File: src/rtl/bpred_bimodal_update.sv
// Bimodal 2-bit counter predictor with training and a BTB refill queue for taken indirect branches.
// Optional macro BPRED_BYPASS_EN: same-cycle update-to-lookup forwarding of the new counter.
module bpred_bimodal_update #(
    parameter int unsigned IDX_W    = 9,
    parameter int unsigned BTB_AW   = 8,
    parameter int unsigned WQ_DEPTH = 4,
    parameter logic [1:0]  CTR_INIT = 2'b01
) (
    input  logic              clk,
    input  logic              rst_n,
    input  logic              lu_valid,
    input  logic [31:0]       lu_pc,
    output logic              taken,
    output logic              taken_valid,
    input  logic              up_valid,
    output logic              up_ready,
    input  logic [31:0]       up_pc,
    input  logic              up_taken,
    input  logic              up_indirect,
    input  logic [31:0]       up_target,
    output logic              wren,
    output logic [BTB_AW-1:0] w_addr,
    output logic [31:0]       w_data,
    output logic              init_busy
);

    localparam int unsigned Entries = 2 ** IDX_W;
    localparam int unsigned WqAw    = (WQ_DEPTH > 1) ? $clog2(WQ_DEPTH) : 1;
    localparam logic [IDX_W-1:0] IdxOne = 1;
    localparam logic [WqAw-1:0]  PtrOne = 1;

    typedef enum logic [0:0] {StInit, StRun} state_e;

    state_e state_q, state_d;
    logic [IDX_W-1:0] sweep_q, sweep_d;
    logic run;

    logic [1:0] ctr_q [Entries];

    logic [IDX_W-1:0] lu_idx, up_idx;
    logic [1:0] up_ctr, up_ctr_nxt, lu_ctr;
    logic upd_fire;

    logic [BTB_AW-1:0] wq_addr_q [WQ_DEPTH];
    logic [31:0]       wq_data_q [WQ_DEPTH];
    logic [WqAw-1:0]   wptr_q, wptr_d, rptr_q, rptr_d;
    logic              full_q, full_d;
    logic              empty, push, pop;

    logic taken_q, taken_valid_q, wren_q;
    logic [BTB_AW-1:0] w_addr_q;
    logic [31:0] w_data_q;

    logic unused_bits;
    assign unused_bits = ^{lu_pc, up_pc, up_target[1:0]};

    // ---------------- FSM ----------------
    always_ff @(posedge clk or negedge rst_n) begin
        if (!rst_n) begin
            state_q <= StInit;
            sweep_q <= '0;
        end else begin
            state_q <= state_d;
            sweep_q <= sweep_d;
        end
    end

    always_comb begin
        state_d = state_q;
        sweep_d = sweep_q;
        unique case (state_q)
            StInit: begin
                sweep_d = sweep_q + IdxOne;
                if (sweep_q == {IDX_W{1'b1}}) begin
                    state_d = StRun;
                end
            end
            StRun: begin
                state_d = StRun;
            end
            default: state_d = StInit;
        endcase
    end

    always_comb begin
        init_busy = 1'b0;
        run       = 1'b0;
        unique case (state_q)
            StInit:  init_busy = 1'b1;
            StRun:   run       = 1'b1;
            default: init_busy = 1'b1;
        endcase
    end

    // ---------------- Counter table ----------------
    assign lu_idx   = lu_pc[IDX_W+1:2];
    assign up_idx   = up_pc[IDX_W+1:2];
    assign up_ready = run & ~full_q;
    assign upd_fire = up_valid & up_ready;
    assign up_ctr   = ctr_q[up_idx];

    always_comb begin
        up_ctr_nxt = up_ctr;
        if (up_taken) begin
            if (up_ctr != 2'b11) up_ctr_nxt = up_ctr + 2'b01;
        end else begin
            if (up_ctr != 2'b00) up_ctr_nxt = up_ctr - 2'b01;
        end
    end

    always_comb begin
        lu_ctr = ctr_q[lu_idx];
`ifdef BPRED_BYPASS_EN
        if (upd_fire && (up_idx == lu_idx)) begin
            lu_ctr = up_ctr_nxt;
        end
`endif
    end

    // Table is not reset; the init sweep gives every entry a defined value before RUN.
    always_ff @(posedge clk) begin
        if (init_busy) begin
            ctr_q[sweep_q] <= CTR_INIT;
        end else if (upd_fire) begin
            ctr_q[up_idx] <= up_ctr_nxt;
        end
    end

    always_ff @(posedge clk or negedge rst_n) begin
        if (!rst_n) begin
            taken_q       <= 1'b0;
            taken_valid_q <= 1'b0;
        end else begin
            taken_valid_q <= run & lu_valid;
            taken_q       <= (run & lu_valid) ? lu_ctr[1] : 1'b0;
        end
    end

    assign taken       = taken_q;
    assign taken_valid = taken_valid_q;

    // ---------------- BTB write queue ----------------
    assign empty = (wptr_q == rptr_q) & ~full_q;
    assign push  = upd_fire & up_taken & up_indirect;
    assign pop   = ~empty;

    always_comb begin
        wptr_d = wptr_q;
        rptr_d = rptr_q;
        full_d = full_q;
        if (push) wptr_d = wptr_q + PtrOne;
        if (pop)  rptr_d = rptr_q + PtrOne;
        if (push && !pop && (wptr_d == rptr_q)) begin
            full_d = 1'b1;
        end else if (pop && !push) begin
            full_d = 1'b0;
        end
    end

    always_ff @(posedge clk or negedge rst_n) begin
        if (!rst_n) begin
            wptr_q <= '0;
            rptr_q <= '0;
            full_q <= 1'b0;
        end else begin
            wptr_q <= wptr_d;
            rptr_q <= rptr_d;
            full_q <= full_d;
        end
    end

    always_ff @(posedge clk) begin
        if (push) begin
            wq_addr_q[wptr_q] <= up_pc[BTB_AW+1:2];
            wq_data_q[wptr_q] <= {2'b00, up_target[31:2]};
        end
    end

    always_ff @(posedge clk or negedge rst_n) begin
        if (!rst_n) begin
            wren_q   <= 1'b0;
            w_addr_q <= '0;
            w_data_q <= '0;
        end else begin
            wren_q <= pop;
            if (pop) begin
                w_addr_q <= wq_addr_q[rptr_q];
                w_data_q <= wq_data_q[rptr_q];
            end
        end
    end

    assign wren   = wren_q;
    assign w_addr = w_addr_q;
    assign w_data = w_data_q;

endmodule
File: config.mk
export PLATFORM = sky130hd
export DESIGN_NAME = bpred_bimodal_update
export DESIGN_NICKNAME = d
export VERILOG_FILES = /design/src/rtl/bpred_bimodal_update.sv
export SDC_FILE = /design/constraint.sdc
export NUM_CORES = 1
export LEC_CHECK = 0
export CORE_MARGIN = 4
export CORE_UTILIZATION = 50
export CTS_CLUSTER_DIAMETER = 200
export DETAILED_ROUTE_END_ITERATION = 10
export GPL_ROUTABILITY_DRIVEN = 1
export HOLD_SLACK_MARGIN = 0.05
export PLACE_DENSITY = 0.67
export SYNTH_ARGS = -nofsm -noshare
export SYNTH_HDL_FRONTEND = slang
export SYNTH_SLANG_ARGS = --single-unit
export TNS_END_PERCENT = 10
File: constraint.sdc
create_clock -name clk -period 34.7 [get_ports clk]
set_input_delay 8.675 -clock clk [delete_from_list [all_inputs] [get_ports clk]]
set_output_delay 8.675 -clock clk [all_outputs]
set_load 0.02 [all_outputs]
==> metrics.md <==
| Metric | Value |
|---|---|
| Area delta synth->final | `11.8%` |
| Clock Power Share | `41.4%` |
| Yosys warns | `0` |
| Routed vias | `31400` |
| # Post-CTS Setup Buffers | `0` |
| EDFF count, synth | `1176` |
| DIE WIDTH | `337 µm` |
| DP HPWL | `84.0 mm` |
| Initial DRC Count | `a little under 4000` |
| Avg Cell Area, Syn | `16.7 µm²` |
| Final clock skew | `0.0396 ns` |
| P_int | `2.56 mW` |
| CTS tree | `done` |
| Mapped Area | `54000 µm²` |
| Clk Latency, worst-skew pair | `0.75 ns` |
| P_sw | `735 µW` |
| Fmax | `62.0 MHz` |
| Num CTS Buffers | `131` |
| Register area share after synthesis | `68.0%` |
| Cells resized by post-CTS repair | `0` |
| Io pins | `147` |
| Number of synthesized register bits | `1232` |
| Largest net degree at the start of global routing | `329` |
| Initial antenna violation count | `5` |
| DIE AREA | `113000 µm²` |
| Final #Nets | `between 3000 and 4000` |
| Largest cells by area after synthesis | `edfxtp_1, mux4_2, mux2i_1, nor2_1, dfrtp_1` |
| CTS max path bufs | `3` |
| H-tree depth | `4` |
| Vias in the first global route | `32300` |
| Status | `complete, no violations` |
| Worst setup EP type | `flop` |
| GRT overflow | `0` |
| Top FF cell, synth | `edfxtp_1` |
| Max-slew violations | `0` |
| Kind of critical path | `input pin to flop` |
| Worst EP arrival | `16.48 ns` |
| PortBufs | `96` |
| Post-route ant nets | `0` |
| Avg WL per Cell | `roughly 30 µm` |
| CTS Sinks | `1232` |
| Leak pwr | `18.7 nW` |
| Core footprint | `107000 µm²` |
| Worst Max-Slew Pin Slew | `1.40 ns` |
| Minimum clock period | `16.14 ns` |
| Final TNS setup | `0 ns` |
| Fin util | `between 50% and 60%` |
| Crit Path Max Fanout | `124` |
| Setup violations, final | `0` |
| DR pass1 iterations | `5` |
| First-pass GRT wire length | `between 200 and 250 mm` |
| # DRC | `0` |
| Synth area leader | `edfxtp_1` |
| RSZ-0062 raised after global routing | `false` |
| GR Util All Layers | `25.3%` |
| Synthesized instance count | `3238` |
| Hold Crit Class | `flop to flop` |
| Reg clk slew, reported paths | `0.06 ns` |
| Switching share of total power | `22.3%` |
| Die Y | `337 µm` |
| Cts hold-fix bufs | `0` |
| Total Power | `3.29 mW` |
| Initial Utilization | `a little over 50%` |
| Worst ir drop on vdd | `between 0.04 and 0.05 mV` |
| Critical Path RT | `~35 ns` |
| Root Driver | `clkbuf_16` |
| Row count | `120` |
| WL final | `roughly 140 mm` |
| Synth top area share | `65.4%` |
| Reg power frac | `about half` |
| Logic pwr share | `8.4%` |
| Routability cong. | `0.854` |
| Post-synth ARST share | `under 10%` |
| Worst setup SP type | `input pin` |
| Via density per instance | `around 6.6` |
| Proportion of layout cells with a drive suffix above 1 | `19.9%` |
| Final hold violation count | `0` |
| Final Cycle Share | `46.5%` |
| Rel. slew slack | `6.67%` |
| Distinct cell type count after synthesis | `57` |
| PwrDens | `54.5 nW/µm²` |
| Fill cells | `about 8100` |
| Total of max-cap violations | `0` |
==> layout make-up <==
cell class | count | area (µm²) | share of cell area [%]
antenna | 1 | 2.50 | 0.00414
clock buffer | 177 | 3650 | 6.04
multi-input combinational | 1739 | 16300 | 26.9
timing repair buffer | 155 | 1450 | 2.39
inverter | 8 | 30.0 | 0.0497
clock inverter | 60 | 552 | 0.913
tap | 1403 | 1760 | 2.90
sequential | 1232 | 36700 | 60.8
==> path summary, 6_finish.rpt <==
path / depth (start not counted) / from / endpoint / slack [ns]
max: 15 / up_pc[2] / ctr_q[421][0] / 18.56
min: 1 / w_data[20] / w_data[20] / 0.50
max reg2reg: 11 / ctr_q[103][1] / ctr_q[421][0] / 28.70
min reg2reg: 1 / w_data[20] / w_data[20] / 0.50
max in group asynchronous: 2 / rst_n / rptr_q[1] / 25.88
min in group asynchronous: 2 / rst_n / wren / 8.14
==> sequential cells by signal, summed over array words and instances, names as in the netlist <==
| signal | cells |
|---|---|
| w_data | 30 |
| wren | 1 |
| taken | 1 |
| wq_data_q | 120 |
| wptr_q | 2 |
| w_addr | 8 |
| wq_addr_q | 32 |
| taken_valid | 1 |
| full_q | 1 |
| rptr_q | 2 |
| state_q | 1 |
| ctr_q | 1024 |
| sweep_q | 9 |
==> power groups by stage <==
stage | logic [mW] | registers [mW] | clock network (mW)
after floorplan | 0.150 | 1.70 | 0
after global placement | 0.274 | 1.68 | 0
after detailed placement | 0.278 | 1.69 | 0
after CTS | 0.278 | 1.65 | 1.38
after global routing | 0.291 | 1.66 | 1.45
final | 0.276 | 1.65 | 1.36
==> per-layer routing <==
metal  up-vias  GRT usage [%]  part of all wire (%)
li1      13000              -                     -
met3       326           5.74                    10
met1     16300           34.0                    38
met4         6           9.88                   4.0
met2      1755           40.8                    48
met5         -              0                 0.026
==> cell usage in the layout, fill, tap and decap left out, types with 38 or more instances in the layout <==
cell	netlist	layout
a21oi_1	52	52
buf_4	26	57
clkbuf_16	0	137
clkdlybuf4s50_1	0	87
dfrtp_1	56	54
edfxtp_1	1176	1176
mux2_2	40	40
mux2i_1	258	258
mux4_2	336	336
nand2_1	84	69
nor2_1	559	559
nor3_1	39	38
o21ai_0	52	52
o221ai_1	113	113
o22ai_1	43	42
==> cells by family after synthesis <==
logic type,Yosys count,synth area share [%]
DFF,1232,68.0
other,1,0.00694
AOI/OAI and AO/OA,319,4.13
xor gates and xnor gates,10,0.162
adders and majority gates,6,0.139
muxes,634,19.6
buffers and inverters,269,2.16
and+or+nand+nor,767,5.83
==> cell usage after synthesis, drive strengths merged, types with 3 or more instances <==
cell,number
nor3b,6
or2,4
nand2,84
or3,5
edfxtp,1176
and3,4
nand2b,9
nand3,14
clkbuf,163
mux2i,258
o22ai,43
dfrtp,56
o21a,6
nor2,559
nor2b,4
xor2,4
nor3,39
a21oi,52
o31ai,11
mux2,40
o221ai,113
o21ai,54
nand3b,3
xnor2,6
nor4,18
mux4,336
nand4,3
ha,6
and2,7
o2111ai,3
a211oi,13
or4,4
a31oi,6
buf,98
inv,8
==> critical path, stage by stage <==
cell and delay (ns):
buf_8 0.45, buf_12 0.56, buf_4 0.80, buf_4 0.51
mux2i_1 0.14, o221ai_1 0.19, a211oi_1 0.13, nor4_1 0.31
nand4_1 0.35, nor4_1 0.64, or4_1 0.26, nor4_1 0.08
a22oi_2 0.91, buf_4 0.90, buf_4 1.04
==> stage by stage <==
stage                     setup slack, ns  instance area [µm²]  std cells  hold WS, ns
after floorplan                      7.03                54000       3240        0.483
after CTS                           18.74                60400       4774        0.504
after global routing                18.11                60400       4774        0.521
final                               18.56                60400       4775        0.501
after detailed placement            17.97                56200       4537        0.492
after global placement              18.24                56200       4537        0.490
No activity file was read; power rests on OpenSTA's default activity.
